## config.mk

```make
export PLATFORM = sky130hd
export DESIGN_NAME = sudoku_board_loader
export DESIGN_NICKNAME = d
export VERILOG_FILES = /design/src/rtl/sudoku_board_loader.sv
export SDC_FILE = /design/constraint.sdc
export NUM_CORES = 2
export LEC_CHECK = 0
export CORE_MARGIN = 5
export CORE_UTILIZATION = 55
export DETAILED_ROUTE_END_ITERATION = 16
export PLACE_DENSITY_LB_ADDON = 0.2
export SLEW_MARGIN = 20
export SYNTH_ARGS = -nofsm -noshare
export SYNTH_HDL_FRONTEND = slang
export SYNTH_SLANG_ARGS = --single-unit
```

## constraint.sdc

```tcl
create_clock -name clk -period 4.96 [get_ports clk]
set_clock_uncertainty 0.1 [all_clocks]
set_input_delay 0.992 -clock clk [delete_from_list [all_inputs] [get_ports clk]]
set_output_delay 0.992 -clock clk [all_outputs]
set_load 0.02 [all_outputs]
```

## src/rtl/sudoku_board_loader.sv

```systemverilog
// Streams CELLS digits row-major into a shadow board, commits the shadow to
// init_board in one cycle, then pulses start to the game controller.
module sudoku_board_loader #(
  parameter int CELLS   = 81,
  parameter int DIGIT_W = 4
) (
  input  logic                     clk,
  input  logic                     reset,
  input  logic                     load_req,
  input  logic                     abort,
  input  logic                     in_valid,
  input  logic [DIGIT_W-1:0]       in_digit,
  output logic                     in_ready,
  output logic [CELLS*DIGIT_W-1:0] init_board,
  output logic [CELLS-1:0]         init_board_blank,
  output logic                     start,
  output logic                     busy,
  output logic                     error,
  output logic [6:0]               cell_cnt
);

  typedef enum logic [2:0] {IDLE, LOAD, COMMIT, START, ERR} state_t;

  localparam logic [6:0]         LAST_IDX  = 7'(CELLS - 1);
  localparam logic [DIGIT_W-1:0] MAX_DIGIT = DIGIT_W'(9);

  state_t                   state;
  logic [CELLS*DIGIT_W-1:0] shadow;
  logic [CELLS-1:0]         shadow_blank;

  assign in_ready = (state == LOAD) && !abort;
  assign start    = (state == START);
  assign busy     = (state == LOAD) || (state == COMMIT) || (state == START);
  assign error    = (state == ERR);

  always_ff @(posedge clk) begin
    if (reset) begin
      state            <= IDLE;
      cell_cnt         <= '0;
      shadow           <= '0;
      shadow_blank     <= '0;
      init_board       <= '0;
      init_board_blank <= '0;
    end else begin
      case (state)
        IDLE, ERR: begin
          if (load_req) begin
            state        <= LOAD;
            cell_cnt     <= '0;
            shadow       <= '0;
            shadow_blank <= '0;
          end
        end
        LOAD: begin
          // abort outranks in_valid: nothing is taken on the abort cycle
          if (abort) begin
            state <= IDLE;
          end else if (in_valid) begin
            if (in_digit > MAX_DIGIT) begin
              state <= ERR;
            end else begin
              shadow[int'(cell_cnt)*DIGIT_W +: DIGIT_W] <= in_digit;
              shadow_blank[cell_cnt]                    <= (in_digit == '0);
              cell_cnt                                  <= cell_cnt + 7'd1;
              if (cell_cnt == LAST_IDX) state <= COMMIT;
            end
          end
        end
        COMMIT: begin
          init_board       <= shadow;
          init_board_blank <= shadow_blank;
          state            <= START;
        end
        START:   state <= IDLE;
        default: state <= IDLE;
      endcase
    end
  end

endmodule

```

# --- After elaboration in Yosys (flattened, before gate mapping) ---
# Cells that the tools add are included.
word_totals:
  word_cells: 60
  in_bits: 9
  output_inout_bits: 416
  regBits: 820
classes:
  eq_ne: 11
  shifts: 2
  n_reduce_logical: 11
  addsub: 2
  n_mux: 25
  n_lt_le_gt_ge: 3
op_table:
  columns: ["operator", "count"]
  rows:
  - ["$mux 324", 4]
  - ["$pmux 324 s2", 1]
  - ["$bwmux 324", 1]
  - ["$mux 81", 4]
  - ["$shift 4x33->324 const A", 1]
  - ["$shiftx 4x33->324", 1]
  - ["$pmux 81 s2", 1]
  - ["$bwmux 81", 1]
  - ["$neg 9->33", 1]
  - ["$mux 7", 4]
  - ["$mux 3", 5]
  - ["$pmux 7 s2", 1]
  - ["$pmux 3 s3", 1]
  - ["$lt 7x8->1 const B", 1]
  - ["$ne 2x2->1 const B", 4]
  - ["$add 7x1->7 const B", 1]
  - ["$demux 1 s7", 1]
  - ["$eq 7x7->1 const B", 1]
  - ["$ge 7x1->1 const B", 1]
  - ["$eq 3x2->1 const B", 2]
  - ["$reduce_and 5->1", 1]
  - ["$gt 4x4->1 const B", 1]
  - ["$logic_not 4->1", 1]
  - ["$ne 4x2->1 const B", 1]
  - ["other kinds (11)", 13]

# --- Longest topological paths before layout ---
logic_depth:
  ltp_word: 9
  mapped_depth: 15
  mapped_depth_nobuf: 10

# --- Worst setup path after synthesis ---
# OpenSTA, ideal clock, no wires.
synth_path:
  kind: "flip-flop to flip-flop"
  start: "reg cell_cnt[0]"
  end: "reg shadow[42]"
  required_time_ps: 4725
  path_slack_ps: 924
  n_path_buf: 5
  path_stages_with_launch: 16
  setup_ps: 135
  synth_period_minus_slack_ps: 4036
  t_arrival_ps: 3801
  path_cell_list: "dfxtp_1 buf_2 buf_2 clkinv_1 ha_1 or3b_1 buf_2 nor3_1 ha_1 buf_2 nand4bb_1 nor3_1 nand3_1 clkbuf_1 o311ai_0 o41ai_1"
synth_between:
  elab_chain_len: 7
  elab_cells_between_ends: 8
  classes_between: "add/sub: 1; shift: 2; mux: 5"
synth_lines:
  columns: ["item", "line_no", "rtl"]
  rows:
  - ["start, declared", "19", "output logic [6:0] cell_cnt"]
  - ["start signal, assigned", "64", "cell_cnt <= cell_cnt + 7'd1;"]
  - ["$neg 9->33 (*)", "62", "shadow[int'(cell_cnt)*DIGIT_W +: DIGIT_W] <= in_digit;"]
  - ["$shiftx 4x33->324 / $shift 4x33->324 (equally long branches)", "62", null]
  - ["$bwmux 324 (*)", "62", null]
  - ["$mux 324 (*)", "59", "if (in_digit > MAX_DIGIT) begin"]
  - ["$mux 324 (*)", "58", "end else if (in_valid) begin"]
  - ["$mux 324 (*)", "56", "if (abort) begin"]
  - ["$pmux 324 s2 (*)", "45", "case (state)"]
  - ["end signal, assigned by index", "62", null]
  - ["end, declared", "28", "logic [CELLS*DIGIT_W-1:0] shadow;"]
# Every way passes the cells marked *; elsewhere a longest branch is shown, timed or not. The select of a mux whose other input is x is not followed.
# A chain may end at the register's enable or synchronous reset.

# --- Worst setup path in the final report ---
layout_path:
  start: "reg cell_cnt[1]"
  end: "reg shadow[57]"
# The elaborated chain is that of the path after synthesis.

==> results.cfg <==
[floorplan]
start_util_pct = 55.3
die_h_um = 247
dieArea_mm2 = 0.0612
die_x_um = 247
core_area_mm2 = 0.0561
placementRows = 87
io-pin-count = 425

[sta]
max_freq_ghz = 0.229
setup_viol = 0
timing.final.crit_period_ns = 4.37
relSlewSlack_pct = 16.5
slew_violations = 0
worst_slew_pin_slew_ns = 1.25
period_share_pct = 88.2
rsz0062_at_grt = no
fin_ws_ns = 0.585
setup_tns_ns = 0
holdWs_ns = 0.347
final-hold-violation-count = 0

[worst_setup_path]
path_class = register to register
start_kind = register
worstPathMaxFanout = 12
reg2reg_from = cell_cnt[1]
arrival_ns = 4.81
cp-startpoint = cell_cnt[1]
crit_path_end_kind = register
cp.required_ns = 5.40

[global_routing]
met3_usage_pct = 10.4
grt_pass1_vias = 26843
antenna_found_initial = 6
grt_usage_pct = 34.6
grt_first_pass_wirelength_um = 165000
busiest_layer = met2
grt-ovfl-total = 0
grt_max_degree = 183
met1_usage_pct = 47.6
grt_util_met2_pct = 50.5

[place]
gp_congestion = 1.05
place_ws_ns = 0.788
post-place-cells = 4559
port_buffers = 424
hpwl_um = 76200

[yosys]
yosys.area.top_type = dfxtp_1
synth.distinct_cells = 75
synthMostInstantiatedCell = nand2_1
synthTopCellsByCount = nand2_1 (1049), dfxtp_1 (820), a21oi_1 (442), clkbuf_1 (241), mux2i_1 (117)
ys_seq_area_share_pct = 53.0
syn_inst = 3580
synthTopCellsByArea = dfxtp_1 (53%), nand2_1 (13%), a21oi_1 (7.1%), mux2i_1 (3.8%), clkbuf_1 (2.9%)
synth_enable_flop_cells = 0
yosysTopAreaCellShare_pct = 53.0
avgSynthCellArea_um2 = 8.66
synthArstFlopShare_pct = 0
syn-num-nets = 3592
ys_warn_count = 0
synthFlopType = dfxtp_1
synth_seq_cells = 820
syn_area_mm2 = 0.0310

[clock_tree]
cts_resized = 0
insertion_delay_ns = 0.65
cts-htree-levels = 3
clkSlewWorstSetupHoldPaths_ns = 0.06
cts_hold_buf = 0
clockRootBuffer = clkbuf_16
clockBufferDepth = 3
cts_buffers = 83
cts_sinks = 820
cts_tree = done
cts_setup_buffers = 0

[detailed_routing]
drc = 0
drt_wl_total_um = 111000
drt_first_pass_iters = 9
viasPerCell = 6.16
wl_per_cell_um = 23.5
drt_iter0_markers = 4180
vias = 29034
final_antenna_net_count = 0

[final_layout]
finalNonFillerCells = 4711
utilization_pct = 69.1
drive_above_1_share_pct = 7.14
layout.nets = 3900
syn_to_final_growth_pct = 25.0

[power]
ir_worst_vdd_uv = 318
p_leak_nw = 13.1
power_density_mw_per_mm2 = 350

[worst_hold_path]
hp-start = shadow_blank[8]
hold_path_class = register to register

[run_status]
status = complete, no violations

[flow_run]
cap_violations = 0
-- stage by stage --
stage / power [mW] / cell area [um2]
after global placement: 7.22 / 35900
after floorplan: 7.05 / 31000
after CTS: 13.6 / 38700
after global routing: 13.9 / 38700
final: 13.6 / 38800
after detailed placement: 7.22 / 35900
-- placed cells by master (no fill, tap or decap), drive strengths merged, types with 7 or more instances in the layout --
cell,count
o2bb2ai,28
o21ai,36
o21a,15
a32o,28
o41ai,12
o2111ai,41
nand4,62
buf,102
mux2i,117
clkinv,15
or3,9
a21oi,446
o211ai,70
o31ai,99
a31oi,45
inv,11
nor2,74
clkbuf,123
nand2,1049
o311ai,15
and2,10
clkdlybuf4s50,423
nand3,64
bufinv,7
a22o,90
nor2b,10
dfxtp,820
nor3,39
nor4,19
-- worst max-delay path: stages (launching register included) --
cell and delay, ns:
dfxtp_1 0.44, inv_1 0.24, ha_1 0.20, or3b_1 0.34, buf_4 0.16, nor3_1 0.20, ha_1 0.19, nand4bb_1 0.28
or3_1 0.54, nor3_2 0.71, buf_4 0.36, a31oi_1 0.19, a22o_1 0.30
-- power breakdown --
part | switching [mW] | internal [mW]
logic | 0.412 | 0.0926
registers | 0.00446 | 6.59
clock network | 2.61 | 3.86
total | 3.03 | 10.5
-- kinds of logic (layout without fill, tap and decap cells) --
family / Yosys count / after routing / share of synthesized area, %
xor gates and xnor gates: 7 / 7 / 0.222
buffers and inverters: 313 / 684 / 4.03
and+or+nand+nor: 1366 / 1366 / 18.5
adders and majority gates: 3 / 3 / 0.121
muxes: 117 / 117 / 3.78
other: 0 / 4 / 0
AOI/OAI and AO/OA: 954 / 954 / 20.4
DFF: 820 / 820 / 53.0
-- routing by layer --
metal  wire length, um  up-vias
met2             47100     1696
met5                39        -
met1             44600    13790
met3             13600      344
met4              5450        6
li1                  -    13198
-- registers in the layout, summed over array words and instances, names as in the netlist --
signal            cells
init_board          324
cell_cnt              7
init_board_blank     81
shadow              324
state                 3
shadow_blank         81
-- path summary, 6_finish.rpt --
path / end / cells past startpoint / slack [ns]
setup reg to reg: shadow[57] / 12 / 0.59
hold reg to reg: init_board_blank[8] / 2 / 0.35
hold / removal: init_board_blank[8] / 2 / 0.35
setup / recovery: shadow[57] / 12 / 0.59
-- layout make-up --
class,count,area [um2]
timing repair buffer,525,5080
fill,4546,17300
clock inverter,25,345
clock buffer,123,2500
inverter,11,41.3
sequential,820,16400
tap,756,946
multi-input combinational,2447,13400
antenna,4,10.0
No activity file was read; power rests on OpenSTA's default activity.
